==> src/rtl/cache_pkg.sv <==
// Shared types and helpers for the cache refill controller.
// Holds the refill FSM state enum, default geometry and the address split.
package cache_pkg;

  localparam int LINE_WORDS_DEF = 4;
  localparam int INDEX_W_DEF    = 6;

  typedef enum logic [2:0] {
    IDLE,
    ADDR,
    DATA,
    TAG,
    FLUSH
  } refill_state_t;

  // Fields are right-aligned and zero-extended to the full word address.
  typedef struct packed {
    logic [29:0] tag;
    logic [29:0] index;
    logic [29:0] offset;
  } addr_split_t;

  function automatic addr_split_t split_addr(
    input logic [29:0] a,
    input int          idx_w,
    input int          off_w
  );
    addr_split_t s;
    s.offset = a & ((30'd1 << off_w) - 30'd1);
    s.index  = (a >> off_w) & ((30'd1 << idx_w) - 30'd1);
    s.tag    = a >> (off_w + idx_w);
    return s;
  endfunction

endpackage

==> src/rtl/cache_refill_ctrl.sv <==
// Refill and flush sequencer for the direct-mapped cache.
// Ports: miss/flush level requests in, AHB-out ctrl (sel/addr/rdata/ready),
// data RAM write port, tag RAM write port, busy/done/critical-word status.
module cache_refill_ctrl
  import cache_pkg::*;
#(
  parameter  int LINE_WORDS = LINE_WORDS_DEF,
  parameter  int INDEX_W    = INDEX_W_DEF,
  localparam int OFFSET_W   = $clog2(LINE_WORDS),
  localparam int TAG_W      = 30 - INDEX_W - OFFSET_W
) (
  input  logic                        i_hclk,
  input  logic                        i_hnreset,
  input  logic                        i_miss_req,
  input  logic [29:0]                 i_miss_addr,
  input  logic                        i_flush_req,
  output logic                        o_busy,
  output logic                        o_refill_done,
  output logic                        o_flush_done,
  output logic                        o_crit_valid,
  output logic [31:0]                 o_crit_data,
  output logic                        o_out_sel,
  output logic [29:0]                 o_out_addr,
  input  logic [31:0]                 i_out_rdata,
  input  logic                        i_out_ready,
  output logic                        o_data_we,
  output logic [INDEX_W+OFFSET_W-1:0] o_data_addr,
  output logic [31:0]                 o_data_wdata,
  output logic                        o_tag_we,
  output logic [INDEX_W-1:0]          o_tag_index,
  output logic [TAG_W-1:0]            o_tag_wdata,
  output logic                        o_tag_valid
);

  localparam int CNT_W = OFFSET_W + 1;

  refill_state_t r_state;
  refill_state_t w_state_nxt;

  addr_split_t w_split;
  logic        w_unused;

  logic [TAG_W-1:0]            r_tag;
  logic [INDEX_W-1:0]          r_index;
  logic [INDEX_W-1:0]          r_fidx;
  logic [OFFSET_W-1:0]         r_off;
  logic [CNT_W-1:0]            r_cnt;
  logic                        r_we;
  logic [INDEX_W+OFFSET_W-1:0] r_waddr;
  logic [31:0]                 r_wdata;
  logic                        r_crit_valid;
  logic [31:0]                 r_crit_data;

  logic w_start;
  logic w_capture;
  logic w_last;

  assign w_split = split_addr(i_miss_addr, INDEX_W, OFFSET_W);

  // Upper bits of the zero-extended fields are always zero.
  assign w_unused = ^{w_split.tag[29:TAG_W],
                      w_split.index[29:INDEX_W],
                      w_split.offset[29:OFFSET_W]};

  assign w_start   = (r_state == IDLE) && !i_flush_req && i_miss_req;
  assign w_capture = (r_state == DATA) && i_out_ready;
  assign w_last    = (r_cnt == CNT_W'(LINE_WORDS - 1));

  assign o_busy       = (r_state != IDLE);
  assign o_data_we    = r_we;
  assign o_data_addr  = r_waddr;
  assign o_data_wdata = r_wdata;
  assign o_crit_valid = r_crit_valid;
  assign o_crit_data  = r_crit_data;

  always_ff @(posedge i_hclk or negedge i_hnreset) begin
    if (!i_hnreset) r_state <= IDLE;
    else            r_state <= w_state_nxt;
  end

  always_comb begin
    w_state_nxt   = r_state;
    o_out_sel     = 1'b0;
    o_out_addr    = '0;
    o_tag_we      = 1'b0;
    o_tag_index   = '0;
    o_tag_wdata   = '0;
    o_tag_valid   = 1'b0;
    o_refill_done = 1'b0;
    o_flush_done  = 1'b0;
    unique case (r_state)
      IDLE: begin
        if (i_flush_req)     w_state_nxt = FLUSH;
        else if (i_miss_req) w_state_nxt = ADDR;
      end
      ADDR: begin
        o_out_sel  = 1'b1;
        o_out_addr = {r_tag, r_index, r_off};
        if (i_out_ready) w_state_nxt = DATA;
      end
      DATA: begin
        if (i_out_ready) w_state_nxt = w_last ? TAG : ADDR;
      end
      TAG: begin
        o_tag_we      = 1'b1;
        o_tag_index   = r_index;
        o_tag_wdata   = r_tag;
        o_tag_valid   = 1'b1;
        o_refill_done = 1'b1;
        w_state_nxt   = IDLE;
      end
      FLUSH: begin
        o_tag_we    = 1'b1;
        o_tag_index = r_fidx;
        if (&r_fidx) begin
          o_flush_done = 1'b1;
          w_state_nxt  = IDLE;
        end
      end
      default: w_state_nxt = IDLE;
    endcase
  end

  always_ff @(posedge i_hclk or negedge i_hnreset) begin
    if (!i_hnreset) begin
      r_tag        <= '0;
      r_index      <= '0;
      r_fidx       <= '0;
      r_off        <= '0;
      r_cnt        <= '0;
      r_we         <= 1'b0;
      r_waddr      <= '0;
      r_wdata      <= '0;
      r_crit_valid <= 1'b0;
      r_crit_data  <= '0;
    end else begin
      r_we         <= 1'b0;
      r_crit_valid <= 1'b0;
      if (w_start) begin
        r_tag   <= w_split.tag[TAG_W-1:0];
        r_index <= w_split.index[INDEX_W-1:0];
        r_off   <= w_split.offset[OFFSET_W-1:0];
        r_cnt   <= '0;
      end
      if ((r_state == IDLE) && i_flush_req) r_fidx <= '0;
      if (r_state == FLUSH) r_fidx <= r_fidx + INDEX_W'(1);
      // Offset wraps naturally at the line boundary.
      if (w_capture) begin
        r_we    <= 1'b1;
        r_waddr <= {r_index, r_off};
        r_wdata <= i_out_rdata;
        r_off   <= r_off + OFFSET_W'(1);
        r_cnt   <= r_cnt + CNT_W'(1);
        if (r_cnt == '0) begin
          r_crit_valid <= 1'b1;
          r_crit_data  <= i_out_rdata;
        end
      end
    end
  end

endmodule

==> config.mk <==
export PLATFORM = sky130hd
export DESIGN_NAME = cache_refill_ctrl
export DESIGN_NICKNAME = d
export VERILOG_FILES = /design/src/rtl/cache_pkg.sv /design/src/rtl/cache_refill_ctrl.sv
export SDC_FILE = /design/constraint.sdc
export NUM_CORES = 1
export LEC_CHECK = 0
export CELL_PAD_IN_SITES_DETAIL_PLACEMENT = 0
export CELL_PAD_IN_SITES_GLOBAL_PLACEMENT = 1
export CORE_AREA = 2 2 156 97
export DETAILED_ROUTE_END_ITERATION = 10
export DIE_AREA = 0 0 158 99
export PLACE_DENSITY_LB_ADDON = 0.12
export SYNTH_ARGS = -nofsm -noshare
export SYNTH_HDL_FRONTEND = slang
export SYNTH_SLANG_ARGS = --single-unit
==> constraint.sdc <==
create_clock -name i_hclk -period 3.2 [get_ports i_hclk]
set_input_delay 0.48 -clock i_hclk [delete_from_list [all_inputs] [get_ports i_hclk]]
set_output_delay 0.48 -clock i_hclk [all_outputs]
set_load 0.01 [all_outputs]
==> flow_summary.json <==
{
  "ir_worst_vdd_mv": 0.3629,
  "drt_first_pass_iters": 4,
  "crit_fanout": 31,
  "post_cts_buffers": 0,
  "ff2ff_path_depth": 4,
  "yosys.area.top_type_share_pct": 57.51,
  "drtIter0Drc": 139,
  "rsz0062_at_grt": "no",
  "setup_violations": 0,
  "dieArea_mm2": 0.01564,
  "avgSynthCellArea_um2": 13.50,
  "row_count": 34,
  "synth-edff-count": 0,
  "vias_per_cell": 4.573,
  "period_share_pct": 89.15,
  "power_switching_uw": 1787,
  "cts_made_buffers": 17,
  "die_h_um": 99,
  "hold_ws_ns": 0.1553,
  "skew_ns": 0.01099,
  "hpwl_um": 9492,
  "final_nets": 652,
  "coreArea_mm2": 0.01421,
  "worstSetupPathType": "flop to output pin",
  "htreeDepth": 4,
  "seqPwrFrac_pct": 37.9,
  "grt_max_degree": 62,
  "antenna_found_initial": 0,
  "antenna_cells": 0,
  "worst_pin_slew_ns": 0.8021,
  "status": "finished clean",
  "syn_inst": 374,
  "drc_errors": 0,
  "clk_latency_ns": 0.40,
  "p_comb_share_pct": 30.8,
  "grt.total_usage_pct": 17.51,
  "fin_setup_tns_ns": 0,
  "min_path_type": "input port to async pin",
  "avgRoutedWirePerCell_um": 16.65,
  "yosys_warnings": 0,
  "cts_hold_buf": 0,
  "vias": 3622,
  "power.density_mw_per_mm2": 794.1,
  "drive_above_1_share_pct": 18.18,
  "swShare_pct": 28.44,
  "cts_tree": "yes",
  "pwr-share-clk_pct": 31.3,
  "synth.distinct_cells": 40,
  "ant_nets": 0,
  "root_buffer": "clkbuf_16",
  "cts.sinks": 116,
  "end_kind": "output pin",
  "syn_area_mm2": 0.005047,
  "critPathLaunchType": "flop",
  "portBuffers": 204,
  "max_freq_mhz": 350.5,
  "hold_viol": 0,
  "post-route-min-period_ns": 2.853,
  "wirelength_um": 13190,
  "initial_utilization_pct": 35.52,
  "grt_pass1_vias": 3837,
  "syn_nets": 445,
  "p_leak_uw": 0.003489,
  "synthFlopType": "dfrtp_1",
  "ys_seq_elements": 116,
  "drv_cap": 0,
  "cts_resized": 0,
  "place.gp.congestion": 0.7828,
  "syn2layout_area_growth_pct": 56.82,
  "ioPinCount": 205,
  "synth_area_leaders": "dfrtp_1, mux2_2, mux2_1",
  "clockBufferDepth": 2,
  "grt_pass1_wl_um": 21070,
  "worstPathArrival_ns": 2.37,
  "grt-ovfl-total": 0,
  "max_slew_margin_pct": 46.53,
  "critPathRequiredTime_ns": 2.72,
  "yosysTopAreaCell": "dfrtp_1",
  "slew_violations": 0,
  "total_power_uw": 6285,
  "clkTransAtPathRegs_ns": 0.06,
  "p_int_uw": 4498,
  "async_flop_share_pct": 100.0,
  "yosysSeqAreaShare_pct": 57.51,
  "chipWidth_um": 158
}
cell usage after synthesis, types with 2 or more instances:
cell / count
a22o_1: 6
a21o_1: 2
mux2_4: 9
ha_1: 4
clkbuf_1: 6
nor3_1: 2
mux2_1: 37
mux2_2: 53
nand2_1: 10
or3_1: 3
nand3_1: 4
inv_1: 10
dfrtp_1: 116
a21oi_1: 2
and2_1: 52
o21ai_0: 10
nor2_1: 3
mux2i_1: 2
a2111oi_0: 2
or3b_1: 2
nor4b_1: 3
o211ai_1: 2
buf_4: 6
buf_2: 10
nand2b_1: 3
cell type report:
cell class	count	area [µm²]
fillers	1248	6294
flip-flops and latches	116	2903
repair buffers	211	2117
multi-input cells	224	1989
clock buffers	19	432.9
well taps	198	247.7
clock inverters	13	183.9
inverters	11	41.29
through the flow:
step | area, µm² | std cells | setup slack, ns | util (%)
floorplan | 5047 | 374 | 1.344 | -
global placement | 7298 | 760 | 0.8096 | 51.36
detailed placement | 7298 | 760 | 0.7493 | 51.36
CTS | 7915 | 792 | 0.3151 | 55.71
global route | 7915 | 792 | 0.2280 | 55.71
finish | 7915 | 792 | 0.3473 | 55.71
layout by cell type, fill, tap and decap left out, types with 3 or more instances in the layout:
cell type,synthesis,routed
a22o_1,6,6
and2_1,52,52
buf_4,6,6
bufinv_16,0,4
clkbuf_16,0,17
clkdlybuf4s50_1,0,203
clkinv_2,0,3
clkinv_4,0,3
clkinvlp_4,0,3
dfrtp_1,116,116
ha_1,4,4
inv_1,10,10
mux2_1,37,37
mux2_2,53,53
mux2_4,9,9
nand2_1,10,10
nand2b_1,3,3
nand3_1,4,3
nor2_1,3,3
nor4b_1,3,3
o21ai_0,10,10
or3_1,3,3
worst paths after layout:
| kind | start | slack [ns] | endpoint |
|---|---|---|---|
| max in group asynchronous | i_hnreset | 2.26 | o_data_wdata[22] |
| max | r_state[1] | 0.35 | o_tag_index[3] |
| min reg2reg | o_data_wdata[1] | 0.48 | o_data_wdata[1] |
| max reg2reg | r_state[2] | 1.14 | o_crit_data[0] |
| min in group i_hclk | o_data_wdata[1] | 0.48 | o_data_wdata[1] |
| min | i_hnreset | 0.16 | r_tag[8] |
flip-flops by register name, indices dropped and copies added (netlist names):
signal,cells
o_crit_data,32
o_crit_valid,1
o_data_addr,8
o_data_wdata,32
o_data_we,1
r_cnt,3
r_fidx,6
r_index,6
r_off,2
r_state,3
r_tag,22
power groups by stage:
stage	Clock [µW]	Sequential (µW)	Combinational (µW)
6_report	1970	2380	1940
5_1_grt	2090	2460	2080
4_1_cts	2020	2380	1970
3_5_place_dp	0	2400	1960
3_3_place_gp	0	2370	1920
2_1_floorplan	0	2410	825
kinds of logic (layout without fill, tap and decap cells):
| logic type | Yosys count | in the layout | share of synthesized area, % |
|---|---|---|---|
| fa+ha+maj | 4 | 4 | 0.9916 |
| simple gates | 90 | 90 | 10.98 |
| compound gates | 28 | 28 | 3.818 |
| flops | 116 | 116 | 57.51 |
| buf+inv | 34 | 254 | 3.371 |
| xor+xnor | 1 | 1 | 0.1736 |
| mux | 101 | 101 | 23.15 |
worst max-delay path, stage by stage, from the launching register on:
cell	delay, ns
dfrtp_1	0.65
nor3b_2	0.26
buf_4	0.31
a22o_1	0.20
clkdlybuf4s50_1	0.55
routing by layer:
| metal | wire length (µm) | GRT usage, % |
|---|---|---|
| met1 | 6277 | 24.50 |
| met2 | 6030 | 26.82 |
| met5 | 0 | 0 |
| met3 | 702 | 4.266 |
| met4 | 175 | 5.752 |
Power figures use the tool's default switching activity.
